==> src/rtl/rr_mux_arb_pkg.sv <==
// Shared types and helpers for the round-robin mux arbiter.
// The hold-time limit is built only when RR_MUX_ARB_TIMEOUT_EN is defined.
package rr_mux_arb_pkg;

    localparam int N_REQ = 4;
    localparam int SEL_W = 2;

    typedef enum logic {
        IDLE  = 1'b0,
        GRANT = 1'b1
    } arb_state_e;

    function automatic logic [N_REQ-1:0] onehot_dec(input logic [SEL_W-1:0] idx,
                                                    input logic             en);
        logic [N_REQ-1:0] v;
        v = '0;
        if (en) v[idx] = 1'b1;
        return v;
    endfunction

endpackage

==> src/rtl/rr_pick4.sv <==
// Combinational round-robin winner search: first set request at or after start, wrapping.
module rr_pick4
    import rr_mux_arb_pkg::*;
(
    input  logic [N_REQ-1:0] req_i,
    input  logic [SEL_W-1:0] start_i,
    output logic [SEL_W-1:0] idx_o,
    output logic             any_o
);

    always_comb begin
        logic [SEL_W-1:0] j;
        logic             found;
        idx_o = '0;
        found = 1'b0;
        j     = '0;
        for (int k = 0; k < N_REQ; k++) begin
            j = start_i + SEL_W'(k);
            if (!found && req_i[j]) begin
                idx_o = j;
                found = 1'b1;
            end
        end
        any_o = |req_i;
    end

endmodule

==> src/rtl/rr_mux_arbiter.sv <==
// Round-robin arbiter and shared 4:1 data mux with registered one-hot grant.
// Optional hold-time limit: RR_MUX_ARB_TIMEOUT_EN.
//
// state | meaning
// IDLE  | no grant outstanding, gnt=0, valid=0
// GRANT | gnt[sel] held until release (req drop or hold limit)
module rr_mux_arbiter
    import rr_mux_arb_pkg::*;
#(
    parameter int W        = 1,
    parameter int MAX_HOLD = 8
) (
    input  logic             Clock,
    input  logic             Resetn,
    input  logic [3:0]       req,
    input  logic [4*W-1:0]   data,
    output logic [3:0]       gnt,
    output logic [1:0]       sel,
    output logic             valid,
    output logic [W-1:0]     f
);

    if (MAX_HOLD < 1) begin : g_bad_max_hold
        $error("MAX_HOLD must be >= 1");
    end

    arb_state_e       state_q, state_d;
    logic [SEL_W-1:0] sel_q, sel_d;
    logic [N_REQ-1:0] gnt_q, gnt_d;
    logic             valid_q, valid_d;
    logic [SEL_W-1:0] ptr_q, ptr_d;

    logic [SEL_W-1:0] pick_start;
    logic [SEL_W-1:0] pick_idx;
    logic             pick_any;
    logic             release_c;

`ifdef RR_MUX_ARB_TIMEOUT_EN
    localparam int HOLD_W = $clog2(MAX_HOLD) + 1;
    localparam logic [HOLD_W-1:0] HOLD_LAST = HOLD_W'(MAX_HOLD - 1);
    logic [HOLD_W-1:0] hold_cnt_q, hold_cnt_d;
`endif

    // Same picker serves both first grant (from ptr) and handover (from sel+1).
    assign pick_start = (state_q == GRANT) ? (sel_q + 2'd1) : ptr_q;

    rr_pick4 u_pick (
        .req_i   (req),
        .start_i (pick_start),
        .idx_o   (pick_idx),
        .any_o   (pick_any)
    );

`ifdef RR_MUX_ARB_TIMEOUT_EN
    assign release_c = !req[sel_q] || (hold_cnt_q == HOLD_LAST);
`else
    assign release_c = !req[sel_q];
`endif

    always_comb begin
        state_d = state_q;
        sel_d   = sel_q;
        gnt_d   = gnt_q;
        valid_d = valid_q;
        ptr_d   = ptr_q;
`ifdef RR_MUX_ARB_TIMEOUT_EN
        hold_cnt_d = hold_cnt_q;
`endif
        case (state_q)
            IDLE: begin
                if (pick_any) begin
                    state_d = GRANT;
                    sel_d   = pick_idx;
                    gnt_d   = onehot_dec(pick_idx, 1'b1);
                    valid_d = 1'b1;
`ifdef RR_MUX_ARB_TIMEOUT_EN
                    hold_cnt_d = '0;
`endif
                end
            end
            GRANT: begin
                if (release_c) begin
                    ptr_d = sel_q + 2'd1;
                    if (pick_any) begin
                        sel_d = pick_idx;
                        gnt_d = onehot_dec(pick_idx, 1'b1);
`ifdef RR_MUX_ARB_TIMEOUT_EN
                        hold_cnt_d = '0;
`endif
                    end else begin
                        state_d = IDLE;
                        gnt_d   = '0;
                        valid_d = 1'b0;
                    end
                end else begin
`ifdef RR_MUX_ARB_TIMEOUT_EN
                    if (hold_cnt_q != '1) hold_cnt_d = hold_cnt_q + HOLD_W'(1);
`endif
                end
            end
            default: begin
                state_d = IDLE;
                gnt_d   = '0;
                valid_d = 1'b0;
            end
        endcase
    end

    always_ff @(posedge Clock or negedge Resetn) begin
        if (!Resetn) begin
            state_q <= IDLE;
            sel_q   <= '0;
            gnt_q   <= '0;
            valid_q <= 1'b0;
            ptr_q   <= '0;
        end else begin
            state_q <= state_d;
            sel_q   <= sel_d;
            gnt_q   <= gnt_d;
            valid_q <= valid_d;
            ptr_q   <= ptr_d;
        end
    end

`ifdef RR_MUX_ARB_TIMEOUT_EN
    always_ff @(posedge Clock or negedge Resetn) begin
        if (!Resetn) hold_cnt_q <= '0;
        else         hold_cnt_q <= hold_cnt_d;
    end
`endif

    // Output mux is driven only from registers plus data, never from req.
    always_comb begin
        f = '0;
        if (valid_q) f = data[sel_q*W +: W];
    end

    assign gnt   = gnt_q;
    assign sel   = sel_q;
    assign valid = valid_q;

endmodule

==> config.mk <==
export PLATFORM = sky130hd
export DESIGN_NAME = rr_mux_arbiter
export DESIGN_NICKNAME = d
export VERILOG_FILES = /design/src/rtl/rr_mux_arb_pkg.sv /design/src/rtl/rr_pick4.sv /design/src/rtl/rr_mux_arbiter.sv
export SDC_FILE = /design/constraint.sdc
export NUM_CORES = 1
export LEC_CHECK = 0
export CAP_MARGIN = 40
export CELL_PAD_IN_SITES_DETAIL_PLACEMENT = 0
export CELL_PAD_IN_SITES_GLOBAL_PLACEMENT = 2
export CORE_MARGIN = 10
export CORE_UTILIZATION = 30
export CTS_CLUSTER_SIZE = 28
export DETAILED_ROUTE_END_ITERATION = 8
export PLACE_DENSITY_LB_ADDON = 0.1
export REMOVE_ABC_BUFFERS = 1
export SYNTH_ARGS = -nofsm -noshare
export SYNTH_HDL_FRONTEND = slang
export SYNTH_SLANG_ARGS = --single-unit
==> constraint.sdc <==
create_clock -name Clock -period 3.8 [get_ports Clock]
set_input_delay 0.57 -clock Clock [delete_from_list [all_inputs] [get_ports Clock]]
set_output_delay 0.57 -clock Clock [all_outputs]
set_load 0.02 [all_outputs]
==> out/qor.yml <==
power_and_ir_drop:
  switching_share: 0.423
  powerDensity_nw_per_um2: 696
  p_comb_frac: 0.550
  clockPowerShare: 0.115
  power.leakage_nw: 0.369
  power_frac_seq: 0.335
  p_int_mw: 0.348
  p_switching_mw: 0.255
  peakVddDrop_mv: 0.410
floorplan:
  rows: 17
  die-area_um2: 4520
  die_y_um: 67.2
  core_um2: 2170
  die_width_um: 67.2
  initial_core_util: 0.309
  io_pins: 18
sta:
  slew_headroom: 0.567
  tightestPinTransition_ns: 0.644
  hold_viol: 0
  setup_viol: 0
  rsz0062_at_grt: "no"
  fin_tns_setup_ns: 0
  min_period_ns: 2.67
  maxSlewViolCount: 0
  fmaxAchievable_mhz: 375
  fin_skew_ns: 0.00506
  min_period_over_period: 0.702
setup_path:
  start_kind: "input pin"
  path_class: "input pin to output pin"
  cp.required_ns: 3.23
  cp.arrival_ns: 2.10
  rr_startpoint: "sel[0]$_DFFE_PN0P_"
  worst-r2r-cell-count: 5
  critical_path.max_fanout: 1
  ff2ff_setup_slack_ns: 1.94
  cp-end-kind: "output pin"
  timing.rr.end: "gnt[0]$_DFFE_PN0P_"
yosys:
  synthArstFlopShare: 1.00
  synth_edf_count: 0
  synth_top_area_share: 0.374
  ys.flop_type: "dfrtp_1"
  netlist_instances: 68
  ys_types: 30
  ys_seq_area_frac: 0.374
  synth.area.top_cells: "dfrtp_1 37%, mux4_2 6.7%, mux2i_1 4.5%, o21ai_0 4.5%, nand2_1 3.9%"
  synth_top_area_cell: "dfrtp_1"
  yosysWarnings: 0
  synth-seq-cells: 10
  syn_area_per_cell_um2: 9.84
  synth_area_um2: 669
min_path:
  whs_endpoint: "gnt[3]$_DFFE_PN0P_"
  hold_path_class: "register to register"
  hp-start: "gnt[3]$_DFFE_PN0P_"
  whs_path_depth: 2
drt:
  via_per_inst: 5.06
  routedWlPerCell_um: 14.3
  firstDrtPassIters: 4
  postRouteAntennaNets: 0
  post-route-drc-count: 0
  initialDrtViolationCount: 8
  vias: 572
  routed_wirelength_um: 1620
clock_network:
  cts.path.max_buffers: 2
  cts_max_level: 1
  cts_setup_buffers: 0
  cts_made_buffers: 3
  cts_resized: 0
  clock_latency_ns: 0.26
  cts_tree: "done"
  cts.sinks: 10
  root_buffer: "clkbuf_4"
  postCtsHoldBufs: 0
  clk_pin_slew_ns: 0.06
cells_and_area:
  drive_above_1_share: 0.106
  final_common_cell: "clkdlybuf4s50_1"
  most-common-layout-cells: "17 x clkdlybuf4s50_1, 10 x dfrtp_1, 7 x nand2_1"
  stdcell_count: 113
  area_delta_synth_final_pct: 29.5
  diodes: 0
  final_nets: 98
global_routing:
  grt_pass1_wl_um: 2790
  grt_start_max_net_pins: 14
  track_usage: 0.0799
  grt_overflow_total: 0
  antenna_found_initial: 0
  grt_pass1_vias: 584
place:
  gp_congestion: 0.797
  dp_hpwl_um: 1290
  port_buffers: 17
  dp.cells: 110
outcome:
  status: "finished, final reports clean"
job:
  drv_cap: 0
[Yosys cell counts, types with 2 or more instances]
master / instances
mux2i_1: 3
o21ai_0: 6
nor2_1: 5
nor2b_1: 2
nand4b_1: 2
inv_1: 6
a32o_1: 2
buf_6: 2
mux4_2: 2
dfrtp_1: 10
nand2b_1: 2
a21oi_1: 2
nand2_1: 7
[routing by layer]
metal	up-vias	global-route usage	wire, µm
met1	281	0.0931	723
met2	8	0.129	812
met4	0	0.0282	0
met5	-	0	0
met3	0	0.0331	84
li1	283	-	-
[state kept, by name, summed over array words and instances (netlist names)]
name and cells:
gnt 4, ptr_q 2, sel 2, state_q 1
valid 1
[logic make-up (layout without fill, tap and decap cells)]
kind of cell,count (synthesis),in the layout,share of synthesized area
and+or+nand+nor,24,24,0.194
AOI/OAI and AO/OA,18,18,0.209
DFF,10,10,0.374
buffers and inverters,9,26,0.0785
muxes,5,5,0.112
adders and majority gates,1,1,0.0187
xor gates and xnor gates,1,1,0.0131
[metrics by stage]
step / setup WS, ns / area (µm²) / util / power (mW) / hold WS (ns)
floorplan: 1.90 / 639 / - / 0.414 / 0.274
global placement: 1.13 / 845 / 0.389 / 0.543 / 0.470
detailed placement: 1.13 / 845 / 0.389 / 0.542 / 0.465
CTS: 1.13 / 867 / 0.400 / 0.613 / 0.489
global route: 1.09 / 867 / 0.400 / 0.661 / 0.506
finish: 1.13 / 867 / 0.400 / 0.603 / 0.481
[worst max-delay path by stage]
stage | start | to | cells past startpoint
3_3_place_gp | data[3] | f | 4
4_1_cts | data[3] | f | 4
5_1_grt | data[3] | f | 4
3_5_place_dp | data[3] | f | 4
2_1_floorplan | sel[0]$_DFFE_PN0P_ | f | 2
6_report | data[3] | f | 4
[power groups by stage]
stage          Clock, mW  Sequential (mW)  Combinational [mW]
2_1_floorplan          0            0.224               0.190
3_3_place_gp           0            0.205               0.338
3_5_place_dp           0            0.206               0.335
4_1_cts           0.0722            0.203               0.338
5_1_grt           0.0791            0.212               0.370
6_report          0.0693            0.202               0.332
[worst max-delay path: stages]
cell and delay (ns):
clkdlybuf4s50_1 0.39, mux4_2 0.45, and2_1 0.16, clkdlybuf4s50_1 0.53
[cell type report]
type                            count  area (µm²)
Clock buffer                        3        22.5
Fill cell                         241        1300
Inverter                            6        22.5
Multi-Input combinational cell     49         367
Sequential cell                    10         250
Tap cell                           28        35.0
Timing Repair Buffer               17         170
Note: power is estimated with default switching activity, not from simulation.
